--- src/rtl/tiny16_pkg.sv ---
// Shared types and constants for the tiny16 boot loader: loader FSM states and frame constants.
package tiny16_pkg;

  localparam int unsigned BYTE_W = 8;
  localparam int unsigned WORD_W = 16;

  localparam logic [BYTE_W-1:0] SYNC_BYTE_DEF = 8'hA5;

  typedef enum logic [3:0] {
    IDLE,
    ADDR_H,
    ADDR_L,
    CNT_H,
    CNT_L,
    DATA_H,
    DATA_L,
    CSUM,
    DONE,
    ERR
  } ld_state_e;

  // States in which a frame is open and the idle timeout applies.
  function automatic logic in_frame(input ld_state_e s);
    return (s inside {ADDR_H, ADDR_L, CNT_H, CNT_L, DATA_H, DATA_L, CSUM});
  endfunction

endpackage

--- src/rtl/loader_timeout.sv ---
// Idle-cycle counter for the loader; expired latches once TIMEOUT enabled cycles pass without a clear.
module loader_timeout #(
  parameter int unsigned TIMEOUT = 50000
) (
  input  logic clk,
  input  logic rst,
  input  logic clear,
  input  logic enable,
  output logic expired
);

  localparam int unsigned CW = (TIMEOUT > 1) ? $clog2(TIMEOUT) : 1;

  logic [CW-1:0] count;

  // TIMEOUT of zero never sets expired, so the counter simply parks.
  always_ff @(posedge clk) begin
    if (!rst || clear) begin
      count   <= '0;
      expired <= 1'b0;
    end else if (enable && !expired) begin
      if (count == CW'(TIMEOUT - 1)) begin
        expired <= (TIMEOUT != 0);
      end else begin
        count <= count + CW'(1);
      end
    end
  end

endmodule

--- src/rtl/mem_loader.sv ---
// Boot-time loader: parses a framed byte stream into big-endian 16-bit words and writes them
// through the memory write port, checking an XOR checksum and reporting done/err.
module mem_loader
  import tiny16_pkg::*;
#(
  parameter logic [7:0]  SYNC_BYTE = SYNC_BYTE_DEF,
  parameter int unsigned TIMEOUT   = 50000
) (
  input  logic              clk,
  input  logic              rst,
  input  logic              rx_valid,
  input  logic [BYTE_W-1:0] rx_data,
  output logic              rx_ready,
  output logic              mem_in_en,
  output logic [WORD_W-1:0] mem_in_addr,
  output logic [WORD_W-1:0] mem_in_data,
  output logic              busy,
  output logic              done,
  output logic              err,
  output logic [WORD_W-1:0] words_written
);

  ld_state_e         state;
  ld_state_e         state_next;
  logic [WORD_W-1:0] cur_addr;
  logic [WORD_W-1:0] remaining;
  logic [BYTE_W-1:0] hi_byte;
  logic [BYTE_W-1:0] csum;
  logic              acc_c;
  logic              wr_c;
  logic              frame_c;
  logic              expired;

  loader_timeout #(
    .TIMEOUT(TIMEOUT)
  ) u_timeout (
    .clk    (clk),
    .rst    (rst),
    .clear  (acc_c || !frame_c),
    .enable (frame_c),
    .expired(expired)
  );

  always_ff @(posedge clk) begin
    if (!rst) begin
      state <= IDLE;
    end else begin
      state <= state_next;
    end
  end

  // Next state; an accepted byte in the same cycle takes priority over a timeout.
  always_comb begin
    state_next = state;
    acc_c      = rx_valid && rx_ready;
    frame_c    = in_frame(state);
    wr_c       = acc_c && (state == DATA_L);
    case (state)
      IDLE:   if (acc_c && rx_data == SYNC_BYTE) state_next = ADDR_H;
      ADDR_H: if (acc_c) state_next = ADDR_L;
      ADDR_L: if (acc_c) state_next = CNT_H;
      CNT_H:  if (acc_c) state_next = CNT_L;
      CNT_L:  if (acc_c) state_next = ({remaining[15:8], rx_data} != '0) ? DATA_H : CSUM;
      DATA_H: if (acc_c) state_next = DATA_L;
      DATA_L: if (acc_c) state_next = (remaining != WORD_W'(1)) ? DATA_H : CSUM;
      CSUM:   if (acc_c) state_next = (rx_data == csum) ? DONE : ERR;
      DONE:   state_next = IDLE;
      ERR:    state_next = IDLE;
      default: state_next = IDLE;
    endcase
    if (frame_c && !acc_c && expired) state_next = ERR;
  end

  // Status outputs and datapath registers.
  always_ff @(posedge clk) begin
    if (!rst) begin
      rx_ready      <= 1'b0;
      mem_in_en     <= 1'b0;
      mem_in_addr   <= '0;
      mem_in_data   <= '0;
      busy          <= 1'b0;
      done          <= 1'b0;
      err           <= 1'b0;
      words_written <= '0;
      cur_addr      <= '0;
      remaining     <= '0;
      hi_byte       <= '0;
      csum          <= '0;
    end else begin
      rx_ready  <= !(state_next inside {DONE, ERR});
      busy      <= (state_next != IDLE);
      done      <= (state_next == DONE);
      err       <= (state_next == ERR);
      mem_in_en <= wr_c;
      if (acc_c) begin
        if (frame_c && state != CSUM) csum <= csum ^ rx_data;
        case (state)
          IDLE: begin
            if (rx_data == SYNC_BYTE) begin
              words_written <= '0;
              csum          <= '0;
            end
          end
          ADDR_H: cur_addr[15:8]  <= rx_data;
          ADDR_L: cur_addr[7:0]   <= rx_data;
          CNT_H:  remaining[15:8] <= rx_data;
          CNT_L:  remaining[7:0]  <= rx_data;
          DATA_H: hi_byte         <= rx_data;
          DATA_L: begin
            mem_in_addr <= cur_addr;
            mem_in_data <= {hi_byte, rx_data};
            cur_addr    <= cur_addr + WORD_W'(1);
            remaining   <= remaining - WORD_W'(1);
            if (words_written != 16'hFFFF) words_written <= words_written + WORD_W'(1);
          end
          default: ;
        endcase
      end
    end
  end

endmodule

--- config.mk ---
export PLATFORM = sky130hd
export DESIGN_NAME = mem_loader
export DESIGN_NICKNAME = d
export VERILOG_FILES = /design/src/rtl/tiny16_pkg.sv /design/src/rtl/loader_timeout.sv /design/src/rtl/mem_loader.sv
export SDC_FILE = /design/constraint.sdc
export NUM_CORES = 1
export LEC_CHECK = 0
export CAP_MARGIN = 0
export CELL_PAD_IN_SITES_DETAIL_PLACEMENT = 1
export CELL_PAD_IN_SITES_GLOBAL_PLACEMENT = 1
export CORE_ASPECT_RATIO = 1.1
export CORE_MARGIN = 2
export CORE_UTILIZATION = 41
export CTS_CLUSTER_DIAMETER = 30
export CTS_CLUSTER_SIZE = 40
export DETAILED_ROUTE_END_ITERATION = 10
export PLACE_DENSITY = 0.88
export SETUP_SLACK_MARGIN = 0.1
export SYNTH_ARGS = -nofsm -noshare
export SYNTH_HDL_FRONTEND = slang
export SYNTH_SLANG_ARGS = --single-unit
--- constraint.sdc ---
create_clock -name clk -period 3.9 [get_ports clk]
set_clock_uncertainty 0.15 [all_clocks]
set_input_delay 1.17 -clock clk [delete_from_list [all_inputs] [get_ports clk]]
set_output_delay 1.17 -clock clk [all_outputs]
set_load 0.02 [all_outputs]
==> impl_metrics.toml <==
[sta]
rsz0062_at_grt = "false"
finalSetupViolations = 0
slew_headroom_pct = 42.74
post-route-min-period_ns = 3.453
tightestPinTransition_ns = 0.8589
hold_violations = 0
timing.hold.ws_ns = 0.3020
finalSetupTns_ns = 0
drv_slew = 0
timing.final.crit_share_pct = 88.53
fmax_mhz = 289.6

[grt]
gr-total-overflow = 0
first_global_vias = 6099
antenna_found_initial = 0
grt_max_degree = 33
grt_pass1_wl_um = 30530
grt.total_usage_pct = 25.98

[power_and_ir_drop]
p_seq_share_pct = 39.5
switchingPower_w = 0.0006767
vdd_ir_drop_max_mv = 0.3518
total_power_w = 0.003205
power_density_nw_per_um2 = 439.5
combPwrFrac_pct = 3.8
power.leakage_nw = 2.388
clkPwrFrac_pct = 56.7
internal_power_w = 0.002528
p_sw_share_pct = 21.11

[synthesis]
synth-seq-area-share_pct = 42.40
synth_top_area_share_pct = 42.40
syn_inst = 729
synthTopCellsByArea = "dfxtp_1 (42%), nand2_1 (7.4%), a21oi_1 (6.6%)"
synth-seq-cells = 122
syn_avg_cell_area_um2 = 7.902
synth-async-reset-ratio_pct = 0
synth_top_area_cell = "dfxtp_1"
syn-cell-area_um2 = 5761
synth_cell_types = 55
syn-num-nets = 745
ys.flop_type = "dfxtp_1"
synth_edf_count = 0
yosysWarnings = 0

[die]
num_rows = 45
core_area_um2 = 13790
die_h_um = 128.3
io_pins = 64
fp.dieArea_um2 = 15020
die_x_um = 117.0
start_util_pct = 41.76

[drt]
drtIter0Drc = 314
via_count = 5785
drtPass1Iterations = 6
vias_per_cell = 5.855
antenna_left = 0
wl_per_cell_um = 18.88
drc = 0
drt-total-wl_um = 18660

[status]
status = "finished, final reports clean"

[setup_path]
endpoint_kind = "register"
r2r-start = "state[0]"
worst-r2r-setup-slack_ns = 1.03
critical_path_required_ns = 4.10
reg2reg_to = "words_written[5]"
path_max_fanout = 24
start_kind = "primary input"
arrival_ns = 3.65
rr_worst_depth = 5
crit_type = "primary input to register"

[place]
gp_congestion = 0.8962
portBuffers = 63
hpwl_um = 12050

[final_layout]
final_util_pct = 52.86
final_nets = 803
syn2layout_area_growth_pct = 26.59
antennaDiodeCount = 0
drive_gt1_share_pct = 8.625

[hold_path]
min_from = "mem_in_addr[10]"
min_path_type = "register to register"
hold_path_end = "mem_in_addr[10]"
min_path_cells = 2

[clocking]
clock_latency_ns = 0.43
clk_pin_slew_worst_paths_ns = 0.06
cts_tree = "yes"
post_cts_buffers = 0
hold_buffers = 0
clkSinkCount = 122
cts_buffer_depth = 2
cts-root-buf = "clkbuf_16"
cts_buffers = 17
cts_max_level = 4
cts_resized = 0

[job]
maxCapViolCount = 0
[power by group through the flow]
stage | sequential, W | clock (W) | combinational [W]
2_1_floorplan | 0.00129 | 0 | 0.0000708
3_3_place_gp | 0.00129 | 0 | 0.000113
3_5_place_dp | 0.00129 | 0 | 0.000117
4_1_cts | 0.00126 | 0.00183 | 0.000120
5_1_grt | 0.00127 | 0.00189 | 0.000131
6_report | 0.00126 | 0.00182 | 0.000122
[stage by stage]
step,worst slack (ns),cell area (um^2),std cells
after floorplan,0.7938,5761,729
after global placement,0.1722,6615,956
after detailed placement,0.09107,6615,956
after CTS,0.4419,7292,988
after global routing,0.3567,7292,988
final,0.4472,7292,988
[critical path, cell delays in order]
cell,delay [ns]
clkdlybuf4s50_1,0.52
or4_4,0.57
nor4_4,0.39
o22ai_2,0.35
or3_1,0.45
a21oi_1,0.19
[layout by cell type, fill, tap and decap left out, types with 17 or more instances in the layout]
cell type and count:
a21oi_1 76, buf_4 22, clkbuf_16 17, clkdlybuf4s50_1 63, dfxtp_1 122, nand2_1 114
nand3_1 21, nor2_1 80, nor3_1 22, o21ai_0 41, xor2_1 19
[layer usage]
layer  wire length (um)  track usage, %
met1               7802           30.81
met2               9433           45.02
met3                837           5.485
met4                585           11.28
met5                  0               0
[synth_stat cells (5+ instances only)]
| master | count |
|---|---|
| a21oi_1 | 76 |
| a31oi_1 | 9 |
| and2_1 | 8 |
| and3_1 | 5 |
| and4_1 | 6 |
| clkbuf_1 | 39 |
| dfxtp_1 | 122 |
| ha_1 | 5 |
| inv_1 | 14 |
| mux2i_1 | 9 |
| nand2_1 | 114 |
| nand3_1 | 21 |
| nand4_1 | 15 |
| nor2_1 | 80 |
| nor3_1 | 22 |
| nor4_1 | 11 |
| o21ai_0 | 41 |
| o221a_2 | 8 |
| or3_1 | 16 |
| or4_1 | 7 |
| xnor2_1 | 14 |
| xor2_1 | 19 |
[state kept, by name (all words and copies together) (netlist names)]
name and cells:
cur_addr 16, done 1, rx_ready 1, state 4
mem_in_addr 16, hi_byte 8, remaining 16, err 1
csum 8, u_timeout.count 16, mem_in_data 16, busy 1
mem_in_en 1, words_written 16, u_timeout.expired 1
[area by class of cell]
| cell class | count | area (um^2) |
|---|---|---|
| repair buffers | 85 | 795.8 |
| fillers | 1635 | 6502 |
| clock inverters | 11 | 216.5 |
| inverters | 14 | 52.55 |
| clock buffers | 21 | 460.4 |
| well taps | 188 | 235.2 |
| flip-flops and latches | 122 | 2442 |
| multi-input cells | 547 | 3089 |
[worst max-delay path by stage]
stage | start | end | slack, ns | cells past startpoint
2_1_floorplan | rx_data[4] | words_written[5] | 0.79 | 7
3_3_place_gp | rx_data[4] | words_written[14] | 0.17 | 6
3_5_place_dp | rx_data[4] | words_written[14] | 0.09 | 6
4_1_cts | rx_data[4] | words_written[5] | 0.44 | 6
5_1_grt | rx_data[4] | words_written[5] | 0.36 | 6
6_report | rx_data[4] | words_written[5] | 0.45 | 6
[kinds of logic (layout without fill, tap and decap cells)]
logic type      after synthesis  after routing  share of synthesized area [%]
fa+ha+maj                     5              5                          1.086
buf+inv                      60            131                          4.235
xor+xnor                     33             33                          5.017
mux                           9              9                          1.564
simple gates                329            329                          27.69
compound gates              171            171                          18.01
flops                       122            122                          42.40
Power figures use the tool's default switching activity.
